## config.mk

```make
export PLATFORM = sky130hd
export DESIGN_NAME = date_sequencer
export DESIGN_NICKNAME = d
export VERILOG_FILES = /design/src/rtl/date_sequencer.sv
export SDC_FILE = /design/constraint.sdc
export NUM_CORES = 1
export LEC_CHECK = 0
export ABC_AREA = 1
export BUFFER_PORTS_ARGS = -buffer_cell sky130_fd_sc_hd__buf_2
export CORE_ASPECT_RATIO = 1.5
export CORE_UTILIZATION = 53
export DETAILED_ROUTE_END_ITERATION = 8
export HOLD_SLACK_MARGIN = 0.03
export PLACE_DENSITY = 0.8
export SYNTH_ARGS = -nofsm -noshare
export SYNTH_HDL_FRONTEND = slang
export SYNTH_SLANG_ARGS = --single-unit
```

## constraint.sdc

```tcl
create_clock -name clk -period 2.4 [get_ports clk]
set_input_delay 0.24 -clock clk [delete_from_list [all_inputs] [get_ports clk]]
set_output_delay 0.24 -clock clk [all_outputs]
set_load 0.005 [all_outputs]
```

## src/rtl/date_sequencer.sv

```systemverilog
// Calendar date register (day/month/year) advanced by a day tick, with a
// validated valid/ready load path and a sticky error state cleared by err_clr.
module date_sequencer #(
  parameter int unsigned DAYS_PER_MONTH  = 30,
  parameter int unsigned MONTHS_PER_YEAR = 12,
  parameter int unsigned YEAR_W          = 7
) (
  input  logic              clk,
  input  logic              rst,
  input  logic              tick,
  input  logic              load_valid,
  output logic              load_ready,
  input  logic [4:0]        load_day,
  input  logic [3:0]        load_month,
  input  logic              err_clr,
  output logic [4:0]        day,
  output logic [3:0]        month,
  output logic [YEAR_W-1:0] year,
  output logic              month_wrap,
  output logic              year_wrap,
  output logic              err
);

  localparam int unsigned DAY_W   = 5;
  localparam int unsigned MONTH_W = 4;
  localparam logic [DAY_W-1:0]   LP_LAST_DAY   = DAY_W'(DAYS_PER_MONTH);
  localparam logic [MONTH_W-1:0] LP_LAST_MONTH = MONTH_W'(MONTHS_PER_YEAR);

  typedef enum logic {
    ST_RUN   = 1'b0,
    ST_ERROR = 1'b1
  } state_t;

  state_t              r_state;
  logic [DAY_W-1:0]    r_day;
  logic [MONTH_W-1:0]  r_month;
  logic [YEAR_W-1:0]   r_year;
  logic                r_month_wrap;
  logic                r_year_wrap;
  logic                r_err;
  logic                r_ready;

  state_t              w_state_nxt;
  logic [DAY_W-1:0]    w_day_nxt;
  logic [MONTH_W-1:0]  w_month_nxt;
  logic [YEAR_W-1:0]   w_year_nxt;
  logic                w_month_wrap_nxt;
  logic                w_year_wrap_nxt;
  logic                w_accept;
  logic                w_legal;

  assign w_accept = load_valid && r_ready;
  assign w_legal  = (load_day != '0) && (load_day <= LP_LAST_DAY) &&
                    (load_month != '0) && (load_month <= LP_LAST_MONTH);

  // State and registered outputs
  always_ff @(posedge clk) begin
    if (rst) begin
      r_state      <= ST_RUN;
      r_day        <= DAY_W'(1);
      r_month      <= MONTH_W'(1);
      r_year       <= '0;
      r_month_wrap <= 1'b0;
      r_year_wrap  <= 1'b0;
      r_err        <= 1'b0;
      r_ready      <= 1'b0;
    end else begin
      r_state      <= w_state_nxt;
      r_day        <= w_day_nxt;
      r_month      <= w_month_nxt;
      r_year       <= w_year_nxt;
      r_month_wrap <= w_month_wrap_nxt;
      r_year_wrap  <= w_year_wrap_nxt;
      r_err        <= (w_state_nxt == ST_ERROR);
      r_ready      <= 1'b1;
    end
  end

  // Priority: accepted load, then err_clr, then tick; lower ones are dropped
  always_comb begin
    w_state_nxt      = r_state;
    w_day_nxt        = r_day;
    w_month_nxt      = r_month;
    w_year_nxt       = r_year;
    w_month_wrap_nxt = 1'b0;
    w_year_wrap_nxt  = 1'b0;
    if (w_accept) begin
      if (w_legal) begin
        w_day_nxt   = load_day;
        w_month_nxt = load_month;
        w_state_nxt = ST_RUN;
      end else begin
        w_state_nxt = ST_ERROR;
      end
    end else if (err_clr) begin
      w_state_nxt = ST_RUN;
    end else if (tick && (r_state == ST_RUN)) begin
      if (r_day < LP_LAST_DAY) begin
        w_day_nxt = r_day + DAY_W'(1);
      end else begin
        w_day_nxt        = DAY_W'(1);
        w_month_wrap_nxt = 1'b1;
        if (r_month < LP_LAST_MONTH) begin
          w_month_nxt = r_month + MONTH_W'(1);
        end else begin
          w_month_nxt     = MONTH_W'(1);
          w_year_nxt      = r_year + YEAR_W'(1);
          w_year_wrap_nxt = 1'b1;
        end
      end
    end
  end

  assign load_ready = r_ready;
  assign day        = r_day;
  assign month      = r_month;
  assign year       = r_year;
  assign month_wrap = r_month_wrap;
  assign year_wrap  = r_year_wrap;
  assign err        = r_err;

endmodule

```

=== Yosys cells after proc, flatten, opt, wreduce, memory -nomap -nowiden ===
Index checks and enable logic that the tools add are counted.

* Register bits after elaboration: 20
* Output and inout port bits: 20
* Logic and storage cells: 54

* Add/subtract/negate cells: 3
* Magnitude comparators: 4
* Eq/ne operators: 3
* Multiplexer cells: 17
* Bitwise operators: 6
* Reduce and logical (&&, ||, !) cells: 14

{| class="wikitable"
|+ Operators with widths
! operator !! count
|-
| 5-bit 2-to-1 mux || 5
|-
| 4-bit 2-to-1 mux || 6
|-
| 7-bit by 1-bit adder with 7-bit output (second input constant) || 1
|-
| 1-bit 2-to-1 mux || 6
|-
| 1-bit inverter || 6
|-
| 5-bit by 1-bit adder with 5-bit output (second input constant) || 1
|-
| 5-bit less-or-equal comparator (second input constant) || 1
|-
| 1-bit logical AND || 5
|-
| 5-bit < comparator (second input constant) || 1
|-
| 5-bit AND reduction || 1
|-
| 5-bit nonzero test || 1
|-
| 5-bit OR reduction || 1
|-
| 4-bit by 1-bit adder with 4-bit output (second input constant) || 1
|-
| 4-bit less-or-equal comparator (second input constant) || 1
|-
| 4-bit < comparator (second input constant) || 1
|-
| 2-bit by 1-bit inequality test with 1-bit output (second input constant) || 2
|-
| 4-bit AND reduction || 1
|-
| 2-bit nonzero test || 2
|-
| 4-bit nonzero test || 1
|-
| 4-bit OR reduction || 1
|-
| 3-bit AND reduction || 1
|-
| 2-bit inequality test (second input constant) || 1
|}

=== Depth between registers and ports, before layout ===
* Depth after elaboration: 6
* Gate-level depth with buffers: 11
* Mapped depth without buffers: 10

=== Worst setup path before layout ===
Ideal clock, no wire load.

* Path type: register to register
* Start: reg r_ready, in the netlist load_ready
* End: reg r_month[0], in the netlist month[0]
* Setup time: 0.133 ns
* Arrival: 1.057 ns
* Path slack: 1.210 ns
* Stages on the path, launching flop included: 11
* Cell sequence: dfxtp_1 > nand2_2 > clkinv_4 > nand2_1 > nor2_1 > nand2_1 > nand2_2 > buf_6 > nand2_1 > nand2_1 > nand3_1

* Longest elaborated chain between the ends: 3
* Elaborated cells between the ends (all ways): 7
* Classes of those cells: 3 x eq/ne; 1 x mux; 3 x reduce/logical

{| class="wikitable"
|+ Ends and longest elaborated chain
! what !! line !! RTL
|-
| from (decl) || 41 || <nowiki>logic r_ready;</nowiki>
|-
| from (signal assigned) || 66 || <nowiki>r_ready <= 1'b0;</nowiki>
|-
| from (signal assigned) || 75 || <nowiki>r_ready <= 1'b1;</nowiki>
|-
| 1-bit logical AND (*) || 52 || <nowiki>assign w_accept = load_valid && r_ready;</nowiki>
|-
| 2-bit inequality test (no line), or another cell as far along || -- ||
|-
| 4-bit AND reduction (no line) || -- ||
|-
| to (signal assigned) || 70 || <nowiki>r_month <= w_month_nxt;</nowiki>
|-
| to (decl) || 36 || <nowiki>logic [MONTH_W-1:0] r_month;</nowiki>
|}

Every way passes the cells marked *; elsewhere a longest branch is shown, timed or not.
A chain may end at the register's enable or synchronous reset.

=== Worst setup path after layout ===
* Start: reg r_day[2], in the netlist day[2]
* End: reg r_day[1], in the netlist day[1]

* Longest elaborated chain between the ends: 5

{| class="wikitable"
|+ Ends and longest elaborated chain
! what !! line !! RTL
|-
| from (decl) || 35 || <nowiki>logic [DAY_W-1:0] r_day;</nowiki>
|-
| from (signal assigned) || 69 || <nowiki>r_day <= w_day_nxt;</nowiki>
|-
| 5-bit < comparator || 98 || <nowiki>if (r_day < LP_LAST_DAY) begin</nowiki>
|-
| 5-bit 2-to-1 mux || 98 ||
|-
| 5-bit 2-to-1 mux || 97 || <nowiki>end else if (tick && (r_state == ST_RUN)) begin</nowiki>
|-
| 5-bit 2-to-1 mux || 95 || <nowiki>end else if (err_clr) begin</nowiki>
|-
| 5-bit 2-to-1 mux || 87 || <nowiki>if (w_accept) begin</nowiki>
|}

Every way passes these cells. The select of a mux whose other input is x is not followed.

==> metrics.txt <==
# TYPE chip_impl_metric gauge
chip_impl_info{name="status",value="finished, final reports clean"} 1
chip_impl_metric{name="final_ws_setup",unit="ns"} 0.8995
chip_impl_info{name="grt_setup_unrepaired",value="no"} 1
chip_impl_metric{name="die-area",unit="sq um"} 2277
chip_impl_metric{name="finalWeightedCongestion",unit=""} 0.8743
chip_impl_metric{name="final.setup.tns",unit="ns"} 0
chip_impl_metric{name="detail-route-antenna-nets",unit=""} 0
chip_impl_metric{name="wire_length_of_the_first_global_routing_pass",unit="microns"} 3946
chip_impl_metric{name="tritoncts.num_buffers",unit=""} 3
chip_impl_metric{name="fmax",unit="GHz"} 0.6665
chip_impl_metric{name="place.detailed.hpwl",unit="microns"} 1847
chip_impl_info{name="timing_worst_setup_path_type",value="flop to flop"} 1
chip_impl_metric{name="data_arrival_critical_path",unit="ns"} 1.71
chip_impl_metric{name="cells_resized_by_post_cts_repair",unit=""} 0
chip_impl_metric{name="antenna_cells_inserted",unit=""} 0
chip_impl_metric{name="register_area",unit="sq um"} 400.4
chip_impl_metric{name="cts_num_sinks",unit=""} 20
chip_impl_metric{name="synth-seq-cells",unit=""} 20
chip_impl_metric{name="multi_input_comb_area",unit="sq um"} 613.1
chip_impl_metric{name="global_route.usage.total",unit=""} 0.2445
chip_impl_metric{name="timing.final.max_slew_violations",unit=""} 0
chip_impl_info{name="cts_root_buf",value="clkbuf_4"} 1
chip_impl_info{name="type_of_the_tightest_min_delay_check",value="primary input to flop"} 1
chip_impl_metric{name="vdd_ir_drop_max",unit="V"} 0.0004295
chip_impl_metric{name="h-tree-depth",unit=""} 1
chip_impl_metric{name="post_cts_hold_fix_bufs",unit=""} 0
chip_impl_metric{name="pin_count",unit=""} 34
chip_impl_metric{name="instances_no_fill",unit=""} 216
chip_impl_metric{name="ys.warnings.count",unit=""} 0
chip_impl_metric{name="floorplan.initialDensity",unit=""} 0.5816
chip_impl_metric{name="chipWidth",unit="microns"} 39.30
chip_impl_metric{name="worstMarginPinSlew",unit="ns"} 0.4573
chip_impl_metric{name="die_height",unit="microns"} 57.95
chip_impl_info{name="ys_top_cells_by_area",value="dfxtp_1 36%, nand2_1 14%, nor2_1 7.8%, nand3_1 7.2%, a21oi_1 5.4%"} 1
chip_impl_metric{name="synth_nets",unit=""} 179
chip_impl_metric{name="post_synth.cell_area_avg",unit="sq um"} 6.828
chip_impl_metric{name="drv.max_cap_violation_count",unit=""} 0
chip_impl_info{name="cts_tree",value="done"} 1
chip_impl_metric{name="setup_slack_placement",unit="ns"} 0.9271
chip_impl_metric{name="synth_top_cell_area_share",unit=""} 0.3620
chip_impl_metric{name="tritonroute_pass_1_iters",unit=""} 5
chip_impl_metric{name="critical_path.max_fanout",unit=""} 11
chip_impl_metric{name="finalHoldViolCount",unit=""} 0
chip_impl_metric{name="core_area",unit="sq um"} 1902
chip_impl_metric{name="area_growth",unit="%"} 17.31
chip_impl_metric{name="p_per_area",unit="nW/um^2"} 488.2
chip_impl_metric{name="drive_above_1_share",unit=""} 0.2308
chip_impl_metric{name="slew_headroom",unit=""} 0.6948
chip_impl_metric{name="power.leakage",unit="nW"} 0.6725
chip_impl_metric{name="nNetsFinal",unit=""} 214
chip_impl_metric{name="vias_per_cell",unit=""} 5.333
chip_impl_info{name="endpoint_kind",value="flop"} 1
chip_impl_metric{name="synth_area",unit="sq um"} 1106
chip_impl_metric{name="power",unit="uW"} 633.4
chip_impl_metric{name="grt_max_degree",unit=""} 16
chip_impl_metric{name="clock_path_buffers",unit=""} 2
chip_impl_info{name="worstSetupStartpointType",value="flop"} 1
chip_impl_metric{name="seq_area_frac_synth",unit=""} 0.3620
chip_impl_metric{name="fin_skew",unit="ns"} 0.001149
chip_impl_metric{name="vias",unit=""} 1152
chip_impl_metric{name="num-fill-cells",unit=""} 199
chip_impl_metric{name="clk_pin_slew",unit="ns"} 0.10
chip_impl_info{name="largest_area_contributor_in_the_synthesized_netlist",value="dfxtp_1"} 1
chip_impl_metric{name="drt_drc_violations_left",unit=""} 0
chip_impl_metric{name="grt_antenna_before_repair",unit=""} 0
chip_impl_metric{name="routed_wl",unit="microns"} 2391
chip_impl_metric{name="number_of_placement_rows",unit=""} 19
chip_impl_metric{name="grt_pass1_vias",unit=""} 1015
chip_impl_metric{name="final_min_period_over_clock_period",unit=""} 0.6252
chip_impl_info{name="layout_common_cells",value="40 x nand2_1, 33 x buf_2, 23 x nor2_1, 20 x dfxtp_1, 16 x nand3_1"} 1
chip_impl_metric{name="routedWlPerCell",unit="microns"} 11.07
chip_impl_metric{name="detailedRoute.firstIterationViolations",unit=""} 29
chip_impl_metric{name="final_period_minus_worst_setup_slack",unit="ns"} 1.500
chip_impl_metric{name="yosysUniqueCellTypes",unit=""} 26
chip_impl_metric{name="cell_count_after_synthesis",unit=""} 162
chip_impl_metric{name="cp.required",unit="ns"} 2.61
chip_impl_metric{name="insertion_delay",unit="ns"} 0.30
chip_impl_metric{name="postCtsSetupRepairBufs",unit=""} 0
chip_impl_metric{name="globalRouteOverflowTotal",unit=""} 0
chip_impl_metric{name="portBuffers",unit=""} 33
chip_impl_metric{name="finalSetupViolCount",unit=""} 0
chip_impl_metric{name="dp_cells",unit=""} 213
chip_impl_info{name="mostFrequentLayoutCell",value="nand2_1"} 1
kinds of logic (layout without fill, tap and decap cells):
family                     Yosys count  in the layout  synth area share
xor gates and xnor gates             5              5           0.03960
DFF                                 20             20            0.3620
and+or+nand+nor                     89             89            0.3597
AOI/OAI and AO/OA                   25             25            0.1210
buffers and inverters               20             53           0.08370
adders and majority gates            3              3           0.03394
cell type report:
type	instances	area share
Clock buffer	3	0.01736
Inverter	17	0.05400
Multi-Input combinational cell	122	0.4725
Sequential cell	20	0.3086
Tap cell	21	0.02025
Timing Repair Buffer	33	0.1273
final timing paths:
path / cells after the start / startpoint / slack, ns / end
hold / removal: 2 / rst / 0.17 / year[4]
setup reg to reg: 9 / day[2] / 0.90 / day[1]
hold reg to reg: 2 / year[5] / 0.51 / year[5]
setup / recovery: 9 / day[2] / 0.90 / day[1]
cell usage after synthesis, drive strengths merged:
cell / instances
nand2: 43
nor2: 24
dfxtp: 20
nand3: 17
inv: 15
a21oi: 12
o21ai: 10
ha: 3
nor3: 3
xor2: 3
a22oi: 2
buf: 2
clkinv: 2
xnor2: 2
a31o: 1
clkbuf: 1
nor3b: 1
or2: 1
metrics by stage:
stage                     utilization  area, sq um  hold WS (ns)
after floorplan                     -         1106        0.3091
after global placement         0.6704         1275        0.4844
after detailed placement       0.6704         1275        0.4881
after CTS                      0.6822         1297        0.1580
after global routing           0.6822         1297        0.1694
final                          0.6822         1297        0.1654
flip-flops by register name (all words and copies together), names as in the netlist:
| register | flops |
|---|---|
| day | 5 |
| month | 4 |
| year | 7 |
| err | 1 |
| year_wrap | 1 |
| load_ready | 1 |
| month_wrap | 1 |
critical path, cell delays in order, from the launching register on:
cell	delay [ns]
dfxtp_1	0.43
nand2_1	0.09
inv_2	0.08
nand3_4	0.08
nand2_1	0.30
inv_1	0.14
nand2_1	0.09
nand2_1	0.05
nor2_1	0.09
nor2_1	0.05
layer usage:
layer | global-route usage | vias to the layer above | share of wire | wire, microns
li1 | - | 590 | - | -
met1 | 0.2592 | 522 | 0.41 | 989
met2 | 0.4476 | 36 | 0.52 | 1253
met3 | 0.02682 | 4 | 0.044 | 106
met4 | 0.1182 | 0 | 0.017 | 41
met5 | 0 | - | 0 | 0
where the power goes:
| group | switching, mW | leakage (nW) | internal [mW] | total (mW) |
|---|---|---|---|---|
| sequential | 0.0182 | 0.163 | 0.345 | 0.363 |
| combinational | 0.0649 | 0.496 | 0.0477 | 0.113 |
| clock | 0.0988 | 0.0138 | 0.0586 | 0.157 |
(Power assumes the default switching activity.)
